## src/rtl/mem_port_arbiter_if.sv

```systemverilog
// mem_port_arbiter_if: pipeline and memory-side signals of the shared memory port
interface mem_port_arbiter_if #(
  parameter int ADDR_WIDTH = 32,
  parameter int DATA_WIDTH = 32
);
  logic                  in_if_req;
  logic [ADDR_WIDTH-1:0] in_if_addr;
  logic                  in_flush;
  logic                  in_dm_read;
  logic                  in_dm_write;
  logic [ADDR_WIDTH-1:0] in_dm_addr;
  logic [DATA_WIDTH-1:0] in_dm_wdata;
  logic [DATA_WIDTH-1:0] in_mem_rdata;
  logic                  in_mem_ready;
  logic                  out_mem_req;
  logic                  out_mem_we;
  logic [ADDR_WIDTH-1:0] out_mem_addr;
  logic [DATA_WIDTH-1:0] out_mem_wdata;
  logic [DATA_WIDTH-1:0] out_if_rdata;
  logic                  out_if_valid;
  logic [DATA_WIDTH-1:0] out_dm_rdata;
  logic                  out_dm_done;
  logic                  out_stall_if;
  logic                  out_stall_mem;
  logic                  out_error;

  modport master (
    input  in_if_req, in_if_addr, in_flush, in_dm_read, in_dm_write, in_dm_addr,
           in_dm_wdata, in_mem_rdata, in_mem_ready,
    output out_mem_req, out_mem_we, out_mem_addr, out_mem_wdata, out_if_rdata,
           out_if_valid, out_dm_rdata, out_dm_done, out_stall_if, out_stall_mem, out_error
  );

  modport slave (
    output in_if_req, in_if_addr, in_flush, in_dm_read, in_dm_write, in_dm_addr,
           in_dm_wdata, in_mem_rdata, in_mem_ready,
    input  out_mem_req, out_mem_we, out_mem_addr, out_mem_wdata, out_if_rdata,
           out_if_valid, out_dm_rdata, out_dm_done, out_stall_if, out_stall_mem, out_error
  );
endinterface

```

## src/rtl/mem_port_arbiter.sv

```systemverilog
// mem_port_arbiter: shares one memory port between fetch and load/store, sequences the handshake and generates pipeline stalls
module mem_port_arbiter #(
  parameter int ADDR_WIDTH = 32,
  parameter int DATA_WIDTH = 32,
  parameter int TIMEOUT    = 255
) (
  input logic                in_clk,
  input logic                in_rst_n,
  mem_port_arbiter_if.master bus
);
  typedef enum logic [1:0] {IDLE, FETCH, DATA, ERROR} state_t;
  localparam logic [7:0] TMO_LAST = 8'(TIMEOUT - 1);

  state_t                state_q, state_d;
  logic [7:0]            cnt_q, cnt_d;
  logic                  drop_q, drop_d;
  logic                  we_q, we_d;
  logic                  err_q, err_d;
  logic [ADDR_WIDTH-1:0] addr_q, addr_d;
  logic [DATA_WIDTH-1:0] wdata_q, wdata_d;
  logic                  dm_req, busy, dm_hit, if_hit;

  assign dm_req = bus.in_dm_read | bus.in_dm_write;
  assign busy   = (state_q == FETCH) || (state_q == DATA);
  assign dm_hit = (state_q == DATA) && bus.in_mem_ready;
  assign if_hit = (state_q == FETCH) && bus.in_mem_ready && !drop_q;

  // state and latched access registers; reset aborts any access in flight
  always_ff @(posedge in_clk or negedge in_rst_n) begin
    if (!in_rst_n) begin
      state_q <= IDLE;
      cnt_q   <= '0;
      drop_q  <= 1'b0;
      we_q    <= 1'b0;
      err_q   <= 1'b0;
      addr_q  <= '0;
      wdata_q <= '0;
    end else begin
      state_q <= state_d;
      cnt_q   <= cnt_d;
      drop_q  <= drop_d;
      we_q    <= we_d;
      err_q   <= err_d;
      addr_q  <= addr_d;
      wdata_q <= wdata_d;
    end
  end

  // grant (data before fetch, since the load/store is the older instruction), completion and watchdog
  always_comb begin
    state_d = state_q;
    cnt_d   = cnt_q;
    drop_d  = drop_q;
    we_d    = we_q;
    err_d   = err_q;
    addr_d  = addr_q;
    wdata_d = wdata_q;
    case (state_q)
      IDLE: begin
        if (dm_req) begin
          addr_d  = bus.in_dm_addr;
          wdata_d = bus.in_dm_wdata;
          we_d    = bus.in_dm_write;
          cnt_d   = '0;
          state_d = DATA;
        end else if (bus.in_if_req && !bus.in_flush) begin
          addr_d  = bus.in_if_addr;
          we_d    = 1'b0;
          drop_d  = 1'b0;
          cnt_d   = '0;
          state_d = FETCH;
        end
      end
      FETCH, DATA: begin
        if (state_q == FETCH && bus.in_flush) drop_d = 1'b1;
        if (bus.in_mem_ready) state_d = IDLE;
        else if (cnt_q == TMO_LAST) begin
          state_d = ERROR;
          err_d   = 1'b1;
        end else cnt_d = cnt_q + 8'd1;
      end
      default: ;
    endcase
  end

  assign bus.out_mem_req   = busy;
  assign bus.out_mem_we    = we_q;
  assign bus.out_mem_addr  = addr_q;
  assign bus.out_mem_wdata = wdata_q;
  assign bus.out_if_rdata  = bus.in_mem_rdata;
  assign bus.out_dm_rdata  = bus.in_mem_rdata;
  assign bus.out_if_valid  = if_hit & !bus.in_flush;
  assign bus.out_dm_done   = dm_hit;
  assign bus.out_stall_mem = dm_req & !dm_hit;
  assign bus.out_stall_if  = bus.out_stall_mem | (bus.in_if_req & !if_hit);
  assign bus.out_error     = err_q;
endmodule

```

## src/flat_wrapper.sv

```systemverilog
// flat-port wrapper written by rule: the top's interface ports become plain ports
module mem_port_arbiter_flat 
#(
  parameter int ADDR_WIDTH = 32,
  parameter int DATA_WIDTH = 32,
  parameter int TIMEOUT    = 255
)
  (in_clk, in_rst_n, bus_in_if_req, bus_in_if_addr, bus_in_flush, bus_in_dm_read, bus_in_dm_write, bus_in_dm_addr, bus_in_dm_wdata, bus_in_mem_rdata, bus_in_mem_ready, bus_out_mem_req, bus_out_mem_we, bus_out_mem_addr, bus_out_mem_wdata, bus_out_if_rdata, bus_out_if_valid, bus_out_dm_rdata, bus_out_dm_done, bus_out_stall_if, bus_out_stall_mem, bus_out_error);
  mem_port_arbiter_if #(.ADDR_WIDTH(ADDR_WIDTH), .DATA_WIDTH(DATA_WIDTH)) bus_i ();
  input logic in_clk;
  input logic in_rst_n;
  input wire logic [$bits(bus_i.in_if_req)-1:0] bus_in_if_req;
  input wire logic [$bits(bus_i.in_if_addr)-1:0] bus_in_if_addr;
  input wire logic [$bits(bus_i.in_flush)-1:0] bus_in_flush;
  input wire logic [$bits(bus_i.in_dm_read)-1:0] bus_in_dm_read;
  input wire logic [$bits(bus_i.in_dm_write)-1:0] bus_in_dm_write;
  input wire logic [$bits(bus_i.in_dm_addr)-1:0] bus_in_dm_addr;
  input wire logic [$bits(bus_i.in_dm_wdata)-1:0] bus_in_dm_wdata;
  input wire logic [$bits(bus_i.in_mem_rdata)-1:0] bus_in_mem_rdata;
  input wire logic [$bits(bus_i.in_mem_ready)-1:0] bus_in_mem_ready;
  output wire logic [$bits(bus_i.out_mem_req)-1:0] bus_out_mem_req;
  output wire logic [$bits(bus_i.out_mem_we)-1:0] bus_out_mem_we;
  output wire logic [$bits(bus_i.out_mem_addr)-1:0] bus_out_mem_addr;
  output wire logic [$bits(bus_i.out_mem_wdata)-1:0] bus_out_mem_wdata;
  output wire logic [$bits(bus_i.out_if_rdata)-1:0] bus_out_if_rdata;
  output wire logic [$bits(bus_i.out_if_valid)-1:0] bus_out_if_valid;
  output wire logic [$bits(bus_i.out_dm_rdata)-1:0] bus_out_dm_rdata;
  output wire logic [$bits(bus_i.out_dm_done)-1:0] bus_out_dm_done;
  output wire logic [$bits(bus_i.out_stall_if)-1:0] bus_out_stall_if;
  output wire logic [$bits(bus_i.out_stall_mem)-1:0] bus_out_stall_mem;
  output wire logic [$bits(bus_i.out_error)-1:0] bus_out_error;
  assign bus_i.in_if_req = bus_in_if_req;
  assign bus_i.in_if_addr = bus_in_if_addr;
  assign bus_i.in_flush = bus_in_flush;
  assign bus_i.in_dm_read = bus_in_dm_read;
  assign bus_i.in_dm_write = bus_in_dm_write;
  assign bus_i.in_dm_addr = bus_in_dm_addr;
  assign bus_i.in_dm_wdata = bus_in_dm_wdata;
  assign bus_i.in_mem_rdata = bus_in_mem_rdata;
  assign bus_i.in_mem_ready = bus_in_mem_ready;
  assign bus_out_mem_req = bus_i.out_mem_req;
  assign bus_out_mem_we = bus_i.out_mem_we;
  assign bus_out_mem_addr = bus_i.out_mem_addr;
  assign bus_out_mem_wdata = bus_i.out_mem_wdata;
  assign bus_out_if_rdata = bus_i.out_if_rdata;
  assign bus_out_if_valid = bus_i.out_if_valid;
  assign bus_out_dm_rdata = bus_i.out_dm_rdata;
  assign bus_out_dm_done = bus_i.out_dm_done;
  assign bus_out_stall_if = bus_i.out_stall_if;
  assign bus_out_stall_mem = bus_i.out_stall_mem;
  assign bus_out_error = bus_i.out_error;
  mem_port_arbiter #(.ADDR_WIDTH(ADDR_WIDTH), .DATA_WIDTH(DATA_WIDTH), .TIMEOUT(TIMEOUT)) u_core (.in_clk(in_clk), .in_rst_n(in_rst_n), .bus(bus_i));
endmodule
```

## config.mk

```make
export PLATFORM = sky130hd
export DESIGN_NAME = mem_port_arbiter_flat
export DESIGN_NICKNAME = d
export VERILOG_FILES = /design/src/rtl/mem_port_arbiter_if.sv /design/src/rtl/mem_port_arbiter.sv /design/src/flat_wrapper.sv
export SDC_FILE = /design/constraint.sdc
export NUM_CORES = 1
export LEC_CHECK = 0
export ABC_CLOCK_PERIOD_IN_PS = 4200
export BUFFER_PORTS_ARGS = -buffer_cell sky130_fd_sc_hd__clkbuf_2
export CORE_AREA = 2 2 104 106
export DETAILED_ROUTE_END_ITERATION = 8
export DIE_AREA = 0 0 106 108
export MAX_ROUTING_LAYER = met4
export PLACE_DENSITY = 0.73
export SETUP_SLACK_MARGIN = 0.5
export SYNTH_ARGS = -nofsm -noshare
export SYNTH_HDL_FRONTEND = slang
export SYNTH_SLANG_ARGS = --single-unit
export TNS_END_PERCENT = 20
```

## constraint.sdc

```tcl
create_clock -name in_clk -period 4.2 [get_ports in_clk]
set_clock_uncertainty 0.2 [all_clocks]
set_input_delay 0.21 -clock in_clk [delete_from_list [all_inputs] [get_ports in_clk]]
set_output_delay 0.21 -clock in_clk [all_outputs]
set_load 0.005 [all_outputs]
```

==> impl_metrics.toml, run 1 <==
[timing]
hold_violations = 0
tns_ns = 0
worst_slew_pin_slew_ns = 0.939
setup_viol = 0
setup_ws_ns = 1.71
relSlewSlack_pct = 37.4
max_freq_mhz = 402
period_share_pct = 59.2
rsz0062_at_grt = "false"
drv_slew = 0
period_needed_ns = 2.49

[clocking]
cts_tree = "yes"
cts_resized = 0
clk_pin_slew_ns = 0.09
clk_latency_ns = 0.35
numCtsBuffers = 9
cts-root-buf = "clkbuf_8"
clockBufferDepth = 2
h-tree-depth = 3
holdBufCountCts = 98
postCtsSetupBuffers = 0
clock-sinks = 77

[setup_path]
cp-endpoint = "u_core.bus.out_mem_addr[23]"
r2r_end = "u_core.cnt_q[7]"
ff2ff_path_depth = 6
r2r_start = "u_core.state_q[0]"
path_class = "in2reg"
crit_path_end_kind = "flop"
critPathMaxFanout = 33
critPathLaunch = "bus_in_dm_write"
crit_arrival_ns = 2.50
worst_ep_required_time_ns = 4.21
worstSetupStartpointType = "input port"
ff2ff_setup_slack_ns = 1.89

[drt]
drtIter0Drc = 79
wire_per_inst_um = 14.3
finalWirelength_mm = 10.1
detail-route-antenna-nets = 0
dr.pass1.iters = 6
avgViaCountPerCell = 4.63
drc = 0
vias = 3286

[global_route]
globalRoute.totalOverflow = 0
first_global_vias = 3497
grt_max_degree = 78
grt_pass1_wl_mm = 16.1
grt_usage_pct = 18.3
antenna_found_initial = 0

[cells_and_area]
seq_area_sq_um = 1930
nFillCells = 837
drive_gt1_share_pct = 40.5
nets = 709
final_area_sq_um = 5690
multi_input_area_sq_um = 1500
syn2layout_area_growth_pct = 41.8
n_antenna_cell = 0
final_util_pct = 55.6
stdcell_count = 709

[logic_synthesis]
syn_inst = 362
syn-num-nets = 503
synthFlopType = "dfrtp_1"
yosysMostFrequentCell = "dfrtp_1"
ys_warn_count = 0
ys_async_sr_fraction_pct = 100
syn_avg_cell_area_sq_um = 11.1
synth_cell_types = 44
synth_top_cell_by_area = "dfrtp_1"
ys_ff_latch = 77
yosys-top-cells-area = "dfrtp_1 (48%), buf_4 (13%), mux2_2 (9.3%), mux2i_1 (8.0%), o21ai_0 (4.1%)"
synth_top_cells_by_count = "dfrtp_1 (77), buf_4 (71), nand2_1 (41)"
synth_top_area_share_pct = 48.0
yosysSeqAreaShare_pct = 48.0
synth_edf_count = 0
syn_area_sq_um = 4010

[placed_design]
place_ws_ns = 1.93
hpwl_mm = 6.24
io_buffers = 173
gp_congestion = 0.808
placed_area_sq_um = 4510
dpl.cell_count = 595

[job]
max-cap-violations = 0

[power_and_ir_drop]
pwr_density_cell_nw_per_um2 = 587
ir_worst_vdd_mv = 0.326
power_leakage_nw = 2.79

[floorplanning]
fp.dieW_um = 106
placementRows = 37
fp.coreArea_sq_um = 10200
ios = 270
start_util_pct = 39.2
die_height_um = 108
die_area_sq_um = 11400

[outcome]
outcome = "finished clean"

[worst_hold_path]
hold_path.class = "in2reg"
## critical path, cell delays in order
cell           delay [ns]
dlygate4sd3_1        0.53
clkbuf_2             0.14
nor2_4               0.16
buf_4                0.50
mux2i_1              0.27
dlygate4sd3_1        0.58
o21ai_0              0.09
## layer usage
layer  up-vias  global-route usage [%]  wire (um)
li1       1596                       -          -
met1      1530                    19.7       4060
met2       135                    33.6       5340
met3        25                    3.98        564
met4         0                    5.92        174
met5         -                       -          0
## final cells by class
| class | instances | area share, % |
|---|---|---|
| flip-flops and latches | 77 | 33.9 |
| repair buffers | 274 | 32.9 |
| multi-input cells | 200 | 26.3 |
| well taps | 136 | 2.99 |
| clock buffers | 11 | 2.48 |
| clock inverters | 5 | 1.06 |
| inverters | 6 | 0.396 |
## cell families (layout without fill, tap and decap cells)
kind of cell	after synthesis	after routing	synth area share (%)
AOI/OAI and AO/OA	57	57	8.82
adders and majority gates	6	6	1.87
buffers and inverters	85	296	14.9
DFF	77	77	48.0
muxes	66	66	17.6
and+or+nand+nor	71	71	8.73
## cell usage in the layout, fill, tap and decap left out, types with 2 or more instances in the layout
| cell | instances |
|---|---|
| clkbuf_2 | 172 |
| ha_1 | 6 |
| o21ai_0 | 33 |
| inv_1 | 6 |
| nor4_1 | 3 |
| o2bb2ai_1 | 2 |
| dfrtp_1 | 77 |
| mux2i_1 | 32 |
| a21o_1 | 6 |
| nor2_1 | 5 |
| buf_4 | 4 |
| dlygate4sd3_1 | 98 |
| clkbuf_8 | 10 |
| and2b_1 | 2 |
| nand3_1 | 5 |
| clkinvlp_4 | 4 |
| nand2_1 | 41 |
| nor3_1 | 2 |
| o41ai_1 | 2 |
| a21oi_1 | 3 |
| mux2_2 | 33 |
## power by group
| part | switching [mW] | leakage, nW | internal [mW] | total (mW) |
|---|---|---|---|---|
| logic | 0.688 | 1.77 | 0.752 | 1.44 |
| registers | 0.227 | 0.933 | 1.11 | 1.33 |
| clock network | 0.274 | 0.0878 | 0.291 | 0.564 |
| total | 1.19 | 2.79 | 2.15 | 3.34 |
## state kept, by name, indices dropped and copies added (netlist names)
name,cells
u_core.state_q,2
u_core.cnt_q,8
u_core.bus.out_mem_addr,32
u_core.bus.out_mem_wdata,32
u_core.bus.out_error,1
u_core.bus.out_mem_we,1
u_core.drop_q,1
## metrics by stage
step | total power, mW | hold slack, ns
3_3_place_gp | 2.63 | 0.220
2_1_floorplan | 2.19 | -0.286
5_1_grt | 3.61 | 0.0482
3_5_place_dp | 2.70 | 0.220
6_report | 3.34 | 0.0284
4_1_cts | 3.35 | 0.0271
## worst min path at each step
stage | from | to | slack, ns | cells after the start
after global routing | bus_in_mem_ready | u_core.state_q[1] | 0.05 | 3
after floorplan | in_rst_n | u_core.bus.out_error | -0.29 | 0
final | bus_in_mem_ready | u_core.state_q[1] | 0.03 | 3
after detailed placement | bus_in_mem_rdata[11] | bus_out_dm_rdata[11] | 0.22 | 0
after CTS | bus_in_mem_ready | u_core.state_q[1] | 0.03 | 3
after global placement | in_rst_n | u_core.bus.out_mem_addr[5] | 0.22 | 1
No activity file was read; power rests on OpenSTA's default activity.
==> run 2: changes to the inputs <==
Settings changed: ABC_CLOCK_PERIOD_IN_PS 4200 to 2200, CORE_AREA 2 2 104 106 to unset, CORE_MARGIN set to 2, CORE_UTILIZATION set to 38, DIE_AREA 0 0 106 108 to unset, PLACE_DENSITY 0.73 to 0.74.
Clock period 4.2 ns to 2.2 ns, I/O delays scaled along.
==> impl_metrics.toml, run 2 (synthesis results as in run 1) <==
[timing]
setup_viol = 0
period_share_pct = 86.9
relSlewSlack_pct = 66.1
hold_ws_ns = 0.0200
drv_slew = 0
rsz0062_at_grt = "true"
max_freq_mhz = 523
worst_slew_pin_slew_ns = 0.508
hold_violations = 0
tns_ns = 0
period_needed_ns = 1.91

[cells_and_area]
syn2layout_area_growth_pct = 51.8
nets = 731
drive_gt1_share_pct = 46.1
n_antenna_cell = 0
final_common_cell = "clkbuf_2"
final_cell_mix = "clkbuf_2 (171), dlygate4sd3_1 (99), dfrtp_1 (77), nand2_1 (41)"
final_util_pct = 59.3
nFillCells = 853
stdcell_count = 731

[power_and_ir_drop]
power_leakage_nw = 2.98
p_total_mw = 7.34
internal-power_mw = 4.73
swShare_pct = 35.6
combPwrFrac_pct = 47.4
p_seq_share_pct = 34.9
ir_worst_vdd_mv = 0.523
switching_power_mw = 2.61
pwr_density_cell_nw_per_um2 = 1210
power.clock.fraction_pct = 17.7

[drt]
vias = 3615
finalWirelength_mm = 12.7
detail-route-antenna-nets = 0
wire_per_inst_um = 17.4
drc = 0
drtIter0Drc = 200
avgViaCountPerCell = 4.95
dr.pass1.iters = 4

[outcome]
outcome = "finished clean"

[global_route]
grt_pass1_wl_mm = 18.9
antenna_found_initial = 0
grt_max_degree = 61
first_global_vias = 3878
grt_usage_pct = 22.5
globalRoute.totalOverflow = 0

[clocking]
clock-sinks = 77
clockBufferDepth = 2
cts-root-buf = "clkbuf_8"
cts_tree = "yes"
h-tree-depth = 3
clk_pin_slew_ns = 0.09
numCtsBuffers = 9
clk_latency_ns = 0.36

[setup_path]
critPathMaxFanout = 8
worst_ep_required_time_ns = 2.27
crit_arrival_ns = 1.99
path_class = "reg2reg"
crit_path_end_kind = "flop"
worstSetupStartpointType = "flop"

[placed_design]
dpl.cell_count = 596
io_buffers = 173
hpwl_mm = 7.33
gp_congestion = 0.775

[floorplanning]
fp.coreArea_sq_um = 10300
fp.dieW_um = 107
start_util_pct = 39.0
die_height_um = 107
ios = 270
placementRows = 37
die_area_sq_um = 11400

[job]
max-cap-violations = 0

[worst_hold_path]
hold_path.class = "in2out"
==> run 2: power by group through the flow <==
stage,registers (mW),clock network (mW),logic [mW]
after floorplan,2.55,0,1.67
after global placement,2.54,0,2.66
after detailed placement,2.57,0,2.77
after CTS,2.54,1.33,3.20
after global routing,2.64,1.41,3.78
final,2.56,1.30,3.48
==> run 2: per-stage QoR <==
stage	area, sq um	worst slack (ns)
final	6090	0.288
after global routing	6090	0.201
after CTS	5980	0.346
after detailed placement	4590	0.169
after global placement	4590	0.265
after floorplan	4030	0.381
==> run 2: layer usage <==
layer	up-vias	global-route usage, %	share of wire, %
met4	0	15.1	5.4
met5	-	-	0
met3	85	4.26	6.4
met1	1704	23.3	36
li1	1636	-	-
met2	190	38.7	52
==> run 2: timing repair <==
item	CTS	global route
resized for setup	11	18
hold endpoints to repair	144	0
pin swaps	9	13
hold buffers	99	0
setup endpoints to repair	48	55
setup buffers	14	6
==> run 2: final timing paths <==
check                                      from                    endpoint  slack [ns]  cells after the start
max                           u_core.state_q[0]             u_core.cnt_q[2]        0.29                      6
min                         bus_in_mem_rdata[4]         bus_out_dm_rdata[4]        0.02                      0
max reg2reg                   u_core.state_q[0]             u_core.cnt_q[2]        0.29                      6
min reg2reg                u_core.bus.out_error        u_core.bus.out_error        0.27                      1
max in group asynchronous              in_rst_n  u_core.bus.out_mem_addr[5]        1.15                      3
min in group asynchronous              in_rst_n           u_core.state_q[1]        0.03                      2
==> run 2: cell type report <==
cell class / instances / area (sq um) / share of cell area (%)
inverter: 6 / 25.0 / 0.411
tap: 136 / 170 / 2.79
multi-input combinational: 200 / 1630 / 26.7
clock inverter: 6 / 111 / 1.83
timing repair buffer: 296 / 2100 / 34.6
clock buffer: 10 / 128 / 2.10
sequential: 77 / 1930 / 31.6
==> run 2: worst max-delay path, stage by stage, from the launching register on <==
cell,delay (ns)
dfrtp_1,0.37
inv_2,0.07
ha_4,0.27
and2b_2,0.19
o21ai_4,0.11
or4b_1,0.51
o221ai_2,0.08
==> run 3: changes to the inputs <==
--- a/config.mk
+++ b/config.mk
@@ -6,11 +6,11 @@
 export NUM_CORES = 1
 export LEC_CHECK = 0
-export ABC_CLOCK_PERIOD_IN_PS = 2200
+export ABC_CLOCK_PERIOD_IN_PS = 2400
 export BUFFER_PORTS_ARGS = -buffer_cell sky130_fd_sc_hd__clkbuf_2
-export CORE_MARGIN = 2
-export CORE_UTILIZATION = 38
+export CORE_AREA = 2 2 104 106
 export DETAILED_ROUTE_END_ITERATION = 8
+export DIE_AREA = 0 0 106 108
 export MAX_ROUTING_LAYER = met4
-export PLACE_DENSITY = 0.74
+export PLACE_DENSITY = 0.73
 export SETUP_SLACK_MARGIN = 0.5
 export SYNTH_ARGS = -nofsm -noshare
==> constraint.sdc (replaced) <==
create_clock -name in_clk -period 2.4 [get_ports in_clk]
set_clock_uncertainty 0.2 [all_clocks]
set_input_delay 0.12 -clock in_clk [delete_from_list [all_inputs] [get_ports in_clk]]
set_output_delay 0.12 -clock in_clk [all_outputs]
set_load 0.1 [all_outputs]
==> impl_metrics.toml, run 3 (synthesis results as in run 1) <==
[outcome]
outcome = "finished clean"

[timing]
tns_ns = 0
worst_slew_pin_slew_ns = 0.954
setup_viol = 0
max_freq_mhz = 519
drv_slew = 0
relSlewSlack_pct = 36.4
setup_ws_ns = 0.473
rsz0062_at_grt = "true"
hold_violations = 0
period_needed_ns = 1.93
period_share_pct = 80.3

[setup_path]
worstSetupStartpointType = "flop"
path_class = "reg2reg"
r2r_end = "u_core.cnt_q[1]"
slowest_delay_ns = 0.46
cp_top_family = "flip-flops"
worst_ep_required_time_ns = 2.42
crit_path_end_kind = "flop"
path_buf_inv = 2
path_cells = "inv_4 > ha_4 > buf_4 > nand2b_1 > a21oi_2 > mux2_4"
crit_arrival_ns = 1.95
ff2ff_path_depth = 6
worst_path_max_delay_cell = "dfrtp_2"
r2r_start = "u_core.state_q[1]"
critPathMaxFanout = 4
crit_cells = 6
cp-endpoint = "u_core.cnt_q[1]"
critPathLaunch = "u_core.state_q[1]"
ff2ff_setup_slack_ns = 0.47

[global_route]
grt_max_degree = 78
grt_pass1_wl_mm = 17.2
first_global_vias = 3653
grt_usage_pct = 19.6
globalRoute.totalOverflow = 0
antenna_found_initial = 0

[floorplanning]
placementRows = 37
fp.coreArea_sq_um = 10200
fp.dieW_um = 106
die_area_sq_um = 11400
start_util_pct = 39.2
die_height_um = 108
ios = 270

[drt]
detail-route-antenna-nets = 0
wl_met3_um = 649
drtIter0Drc = 120
avgViaCountPerCell = 4.75
wl_met2_mm = 5.89
drt-met1-wl_mm = 4.23
dr.pass1.iters = 4
wire_per_inst_um = 15.2
vias = 3445
drc = 0
dr.max_layer_used = "met4"
finalWirelength_mm = 11.0

[cells_and_area]
final_area_sq_um = 6000
final_util_pct = 58.6
syn2layout_area_growth_pct = 49.5
nFillCells = 839
final_common_cell = "clkbuf_2"
drive_gt1_share_pct = 44.6
n_antenna_cell = 0
nets = 727
final_cell_mix = "clkbuf_2 (167), dlygate4sd3_1 (99), dfrtp_1 (76), nand2_1 (41)"

[placed_design]
gp_congestion = 0.823
placed_area_sq_um = 4560
io_buffers = 173
place_ws_ns = 0.343
hpwl_mm = 7.03

[job]
max-cap-violations = 0

[clocking]
cts_tree = "yes"
cts-root-buf = "clkbuf_8"
clock-sinks = 77
clockBufferDepth = 2
numCtsBuffers = 9
clk_latency_ns = 0.34
clk_pin_slew_ns = 0.08
h-tree-depth = 3

[worst_hold_path]
hold_start = "bus_in_mem_rdata[2]"
holdPathStages = 0
hold_path.class = "in2out"
[run 3: area by class of cell]
cell class              count  area (sq um)  area share, %
clock buffers               9           124           2.07
clock inverters             6           113           1.88
flip-flops and latches     77          1930           32.1
inverters                   6          28.8          0.480
well taps                 136           170           2.84
repair buffers            292          2060           34.3
multi-input cells         200          1580           26.3
[run 3: worst min-delay path by stage]
stage / end / slack [ns]
final: bus_out_if_rdata[2] / 0.04
after detailed placement: bus_out_dm_rdata[16] / 0.04
after CTS: bus_out_dm_rdata[16] / 0.04
after global routing: bus_out_if_rdata[10] / 0.04
after floorplan: u_core.bus.out_error / -0.38
after global placement: bus_out_dm_rdata[16] / 0.04
[run 3: per-layer routing]
layer,track usage [%],up-vias
met5,-,-
met2,34.8,147
li1,-,1629
met1,20.9,1635
met3,4.82,34
met4,8.74,0
[run 3: per-stage QoR]
| step | std cells | hold WS, ns |
|---|---|---|
| floorplan | 362 | -0.376 |
| global placement | 596 | 0.0410 |
| detailed placement | 596 | 0.0410 |
| CTS | 716 | 0.0410 |
| global route | 726 | 0.0402 |
| finish | 726 | 0.0400 |
[run 3: timing repair]
action                                  in CTS  in global routing
setup buffers                                6                 10
pin swaps                                    1                  6
resized for setup                            9                 11
hold buffers                                99                  0
endpoints found under the hold margin      144                  0
endpoints found under the setup margin      12                 29
Power of run 3 is not shown: default switching activity piles up to over one toggle a cycle in this logic, so the estimate is an artifact.
